File: src/rtl/jtpopeye_dma.sv
// Vertical-blank DMA sequencer: copies the object table from main RAM into the object buffer.
// Optional grant watchdog in REQ is built only when JTPOPEYE_DMA_WATCHDOG_EN is defined.
module jtpopeye_dma #(
    parameter int unsigned DMA_LEN    = 768,
    parameter int unsigned GRANT_WAIT = 255
) (
    input  logic       clk,
    input  logic       rst_n,
    input  logic       cen,
    input  logic       VB,
    output logic       busrq_n,
    input  logic       busak_n,
    output logic       dma_cs,
    output logic [9:0] AD_DMA,
    input  logic [7:0] DD_DMA,
    output logic [9:0] obj_addr,
    output logic [7:0] obj_dout,
    output logic       obj_we,
    output logic       busy,
    output logic       done,
    output logic       dma_err
);

    typedef enum logic [2:0] {
        ST_IDLE  = 3'd0,
        ST_REQ   = 3'd1,
        ST_XFER  = 3'd2,
        ST_DRAIN = 3'd3,
        ST_REL   = 3'd4
    } state_t;

    localparam logic [9:0] LAST_ADDR = 10'(DMA_LEN - 1);

    state_t     state_q, state_d;
    logic       vbl_q, vbl_d;
    logic       busrq_n_q, busrq_n_d;
    logic       dma_cs_q, dma_cs_d;
    logic [9:0] ad_dma_q, ad_dma_d;
    logic [9:0] ad_prev_q, ad_prev_d;
    logic       fill_q, fill_d;
    logic [9:0] obj_addr_q, obj_addr_d;
    logic [7:0] obj_dout_q, obj_dout_d;
    logic       obj_we_q, obj_we_d;
    logic       busy_q, busy_d;
    logic       done_q, done_d;
    logic       dma_err_q, dma_err_d;

`ifdef JTPOPEYE_DMA_WATCHDOG_EN
    localparam int WD_W = (GRANT_WAIT > 1) ? $clog2(GRANT_WAIT) : 1;
    localparam logic [WD_W-1:0] WD_LAST = WD_W'(GRANT_WAIT - 1);
    logic [WD_W-1:0] wd_cnt_q, wd_cnt_d;
`else
    // Without the watchdog REQ waits indefinitely, so GRANT_WAIT has no effect.
    if (GRANT_WAIT == 0) begin : g_grant_wait_unused
    end
`endif

    // Next-state and registered-output computation for the DMA sequencer.
    always_comb begin
        state_d    = state_q;
        vbl_d      = VB;
        busrq_n_d  = busrq_n_q;
        dma_cs_d   = dma_cs_q;
        ad_dma_d   = ad_dma_q;
        ad_prev_d  = ad_dma_q;
        fill_d     = fill_q;
        obj_addr_d = obj_addr_q;
        obj_dout_d = obj_dout_q;
        obj_we_d   = 1'b0;
        done_d     = 1'b0;
        dma_err_d  = dma_err_q;
`ifdef JTPOPEYE_DMA_WATCHDOG_EN
        wd_cnt_d   = {WD_W{1'b0}};
`endif
        case (state_q)
            ST_IDLE: begin
                busrq_n_d = 1'b1;
                dma_cs_d  = 1'b0;
                if (VB && !vbl_q) begin
                    busrq_n_d = 1'b0;
                    dma_err_d = 1'b0;
                    state_d   = ST_REQ;
                end else begin
                    state_d   = ST_IDLE;
                end
            end
            ST_REQ: begin
                busrq_n_d = 1'b0;
                if (!busak_n) begin
                    ad_dma_d = 10'd0;
                    dma_cs_d = 1'b1;
                    fill_d   = 1'b1;
                    state_d  = ST_XFER;
                end else begin
`ifdef JTPOPEYE_DMA_WATCHDOG_EN
                    if (wd_cnt_q == WD_LAST) begin
                        dma_err_d = 1'b1;
                        busrq_n_d = 1'b1;
                        state_d   = ST_REL;
                    end else begin
                        wd_cnt_d  = wd_cnt_q + {{(WD_W-1){1'b0}}, 1'b1};
                    end
`else
                    state_d = ST_REQ;
`endif
                end
            end
            ST_XFER: begin
                // A lost grant overrides everything, including the last-address exit.
                if (busak_n) begin
                    dma_err_d = 1'b1;
                    dma_cs_d  = 1'b0;
                    busrq_n_d = 1'b1;
                    state_d   = ST_REL;
                end else begin
                    fill_d = 1'b0;
                    if (!fill_q) begin
                        obj_we_d   = 1'b1;
                        obj_addr_d = ad_prev_q;
                        obj_dout_d = DD_DMA;
                    end else begin
                        obj_we_d   = 1'b0;
                    end
                    if (ad_dma_q == LAST_ADDR) begin
                        state_d  = ST_DRAIN;
                    end else begin
                        ad_dma_d = ad_dma_q + 10'd1;
                    end
                end
            end
            ST_DRAIN: begin
                obj_we_d   = 1'b1;
                obj_addr_d = LAST_ADDR;
                obj_dout_d = DD_DMA;
                dma_cs_d   = 1'b0;
                busrq_n_d  = 1'b1;
                done_d     = 1'b1;
                state_d    = ST_REL;
            end
            ST_REL: begin
                busrq_n_d = 1'b1;
                if (busak_n) begin
                    state_d = ST_IDLE;
                end else begin
                    state_d = ST_REL;
                end
            end
            default: begin
                busrq_n_d = 1'b1;
                dma_cs_d  = 1'b0;
                state_d   = ST_IDLE;
            end
        endcase
        busy_d = (state_d != ST_IDLE);
    end

    // State and output registers, advancing only on cen.
    always_ff @(posedge clk or negedge rst_n) begin
        if (!rst_n) begin
            state_q    <= ST_IDLE;
            vbl_q      <= 1'b0;
            busrq_n_q  <= 1'b1;
            dma_cs_q   <= 1'b0;
            ad_dma_q   <= 10'd0;
            ad_prev_q  <= 10'd0;
            fill_q     <= 1'b0;
            obj_addr_q <= 10'd0;
            obj_dout_q <= 8'd0;
            obj_we_q   <= 1'b0;
            busy_q     <= 1'b0;
            done_q     <= 1'b0;
            dma_err_q  <= 1'b0;
        end else if (cen) begin
            state_q    <= state_d;
            vbl_q      <= vbl_d;
            busrq_n_q  <= busrq_n_d;
            dma_cs_q   <= dma_cs_d;
            ad_dma_q   <= ad_dma_d;
            ad_prev_q  <= ad_prev_d;
            fill_q     <= fill_d;
            obj_addr_q <= obj_addr_d;
            obj_dout_q <= obj_dout_d;
            obj_we_q   <= obj_we_d;
            busy_q     <= busy_d;
            done_q     <= done_d;
            dma_err_q  <= dma_err_d;
        end
    end

`ifdef JTPOPEYE_DMA_WATCHDOG_EN
    // Grant watchdog counter, cleared whenever REQ is not waiting.
    always_ff @(posedge clk or negedge rst_n) begin
        if (!rst_n) begin
            wd_cnt_q <= {WD_W{1'b0}};
        end else if (cen) begin
            wd_cnt_q <= wd_cnt_d;
        end
    end
`endif

    assign busrq_n  = busrq_n_q;
    assign dma_cs   = dma_cs_q;
    assign AD_DMA   = ad_dma_q;
    assign obj_addr = obj_addr_q;
    assign obj_dout = obj_dout_q;
    assign obj_we   = obj_we_q;
    assign busy     = busy_q;
    assign done     = done_q;
    assign dma_err  = dma_err_q;

endmodule
File: config.mk
export PLATFORM = sky130hd
export DESIGN_NAME = jtpopeye_dma
export DESIGN_NICKNAME = d
export VERILOG_FILES = /design/src/rtl/jtpopeye_dma.sv
export SDC_FILE = /design/constraint.sdc
export NUM_CORES = 1
export LEC_CHECK = 0
export CAP_MARGIN = 30
export CORE_ASPECT_RATIO = 0.7
export CORE_UTILIZATION = 32
export CTS_CLUSTER_DIAMETER = 200
export DETAILED_ROUTE_END_ITERATION = 12
export HOLD_SLACK_MARGIN = 0.02
export PLACE_DENSITY = 0.52
export RECOVER_POWER = 50
export SLEW_MARGIN = 30
export SYNTH_ARGS = -nofsm -noshare
export SYNTH_HDL_FRONTEND = slang
export SYNTH_SLANG_ARGS = --single-unit
File: constraint.sdc
create_clock -name clk -period 2.5 [get_ports clk]
set_clock_uncertainty 0.05 [all_clocks]
set_input_delay 0.75 -clock clk [delete_from_list [all_inputs] [get_ports clk]]
set_output_delay 0.75 -clock clk [all_outputs]
set_load 0.03 [all_outputs]
==> qor.txt <==
Critical Path AT: 1530 ps
Final nets: 270
P per Cell Area: 852 nW/um2
Routability cong.: 0.801
Clock sinks: 49
Setup slack at placement: -111 ps
Largest net degree at the start of global routing: 50
Via count: 1590
Initial antenna violation count: 0
Reg clk slew, reported paths: 90 ps
Avg Inst Size Synth: 10.7 um2
Max clock buf depth: 2
Die Footprint: 7180 um2
Hpwl dp: 3.39 mm
Max VDD drop: 0.255 mV
CP bufs+invs: 1
Ports: 47
Port-buffer cells: 46
# rows: 24
Area growth, synth to finish: 31.7%
Number of global-route vias before repair: 1489
Final WL: 4.87 mm
Startpoint types: flop
Detail Route Antenna Nets: 0
CP peak stage delay: 740 ps
Mapped Area: 2190 um2
Fmax: 429 MHz
Synthesized instance count: 204
Gr usage total: 0.146
Max Slew Vio Count: 0
Rel. slew slack: 0.188
Die width: 101 um
Drt drc: 0
RSZ-0062 raised after global routing: no
Worst skew pair latency: 300 ps
Chip height: 71.2 um
Slowest cell on crit path: clkdlybuf4s50_1
# diodes: 0
DRT Pass-1 Iters: 4
H-tree levels: 2
Leakage power of the design: 1.23 nW
Yosys warning total: 0
Crit path cell chain: clkdlybuf4s50_1
Hold-fix buffer count after cts: 0
Overflow after GRT: 0
Finish-stage setup viols: 0
Worst path top cell family by delay: buffers and inverters
Period utilization: 0.932
Count of final hold-check violations: 0
Cell variety after synth: 34
Via-per-instance ratio: 4.57
Initial core utilization: 0.341
Crit end category: output pin
Status: completed
CTS tree: built
CTS root buffer: clkbuf_8
Number of max-cap violations: 0
Post-layout util: 0.448
Syn nets: 218
Type of the worst setup path: reg -> out
Setup Buffers After CTS: 0
FF+latch count, synth: 49
First-pass GRT wire length: 7.97 mm
Fillers: 632
Core box area: 6430 um2
HP Class: reg -> reg
Routed length per instance: 14.0 um
Post-CTS resize count: 0
Crit path time final: 2330 ps
Share of cells above drive strength 1: 0.191
Final WS setup: 170 ps
Post-synthesis sequential area ratio: 0.561
Iteration-0 DRC Markers: 83
Crit path max fanout: 7
CP required: 1700 ps
Inserted Clock Buffers: 5
Worst Tran Pin Value: 1220 ps
-- report_power, final --
part	total, W	switching, W	leakage [nW]	internal (W)
clock	0.000476	0.000277	0.0445	0.000199
combinational	0.000899	0.000504	0.530	0.000396
sequential	0.00108	0.000120	0.651	0.000959
total	0.00245	0.000901	1.23	0.00155
-- per-stage QoR --
stage | instance area [um2] | hold slack [ps] | total power [W] | std cells | TNS, ps
3_3_place_gp | 2790 | 411 | 0.00200 | 340 | -63.1
6_report | 2880 | 433 | 0.00245 | 348 | 0
5_1_grt | 2880 | 451 | 0.00260 | 348 | 0
2_1_floorplan | 2190 | 400 | 0.00161 | 204 | 0
4_1_cts | 2880 | 442 | 0.00248 | 348 | 0
3_5_place_dp | 2790 | 419 | 0.00200 | 340 | -176
-- cells in the final DEF, fill, tap and decap left out, types with 2 or more instances in the layout --
master / count
a21oi_1: 8
a31oi_1: 3
buf_4: 10
clkbuf_8: 5
clkdlybuf4s50_1: 44
dfrtp_1: 48
inv_1: 3
mux2_2: 21
nand2_1: 17
nand2b_1: 4
nand3_1: 6
nand4_1: 2
nor2_1: 26
nor2b_1: 3
nor3_1: 6
nor4_1: 2
nor4_2: 2
o21ai_0: 21
xnor2_1: 6
-- per-layer routing --
layer  wire length [um]  global-route usage
met1               2850               0.256
met2               1720               0.169
met3                284              0.0366
met4                 15              0.0338
met5                  0                   0
-- cell usage after synthesis (all sizes together) --
master   n  area share
inv      3      0.0051
nand4    2      0.0057
and2     1      0.0029
buf      6       0.018
a21o     1      0.0034
nor3b    3       0.018
and3b    1      0.0040
a21oi    8       0.018
o31ai    1      0.0034
or2      1      0.0029
nand2b   4       0.011
nand2   17       0.029
o211ai   1      0.0034
ha       1      0.0057
a31oi    3      0.0086
dfrtp   48        0.55
nor4     4       0.017
nor2b    3      0.0086
nand3    6       0.014
mux2    22        0.11
clkbuf   7       0.012
dfstp    1       0.012
nor3     6       0.014
nor2    26       0.045
o21ai   22       0.052
xnor2    6       0.024
-- flip-flops by register name, indices dropped and copies added (netlist names) --
name and cells:
obj_dout 8, fill_q 1, busy 1, dma_cs 1, dma_err 1, obj_addr 10, busrq_n 1, state_q 3
ad_prev_q 10, obj_we 1, vbl_q 1, AD_DMA 10, done 1
-- final cells by class --
cell class / instances / area [um2] / share of cell area
Multi-Input combinational cell: 139 / 883 / 0.307
Clock buffer: 5 / 68.8 / 0.0239
Timing Repair Buffer: 58 / 556 / 0.193
Clock inverter: 3 / 21.3 / 0.00738
Sequential cell: 49 / 1230 / 0.426
Tap cell: 91 / 114 / 0.0395
Inverter: 3 / 11.3 / 0.00391
-- kinds of logic after synthesis --
family	count (synthesis)	share of synthesized area
AO/OA/AOI/OAI	36	0.0892
XOR/XNOR	6	0.0240
adder cells (fa/ha/maj)	1	0.00572
buffers and inverters	16	0.0354
flip-flops	49	0.561
multiplexers	22	0.113
AND/OR/NAND/NOR	74	0.172
-- path summary, 6_finish.rpt --
kind	slack [ps]	to	cells after the start	start
setup reg to reg	440	AD_DMA[9]	5	state_q[0]
max in group asynchronous	940	busy	2	rst_n
min in group asynchronous	720	obj_dout[6]	2	rst_n
hold / removal	430	obj_addr[3]	2	obj_addr[3]
hold reg to reg	430	obj_addr[3]	2	obj_addr[3]
setup / recovery	170	AD_DMA[0]	1	AD_DMA[0]
Power figures use the tool's default switching activity.
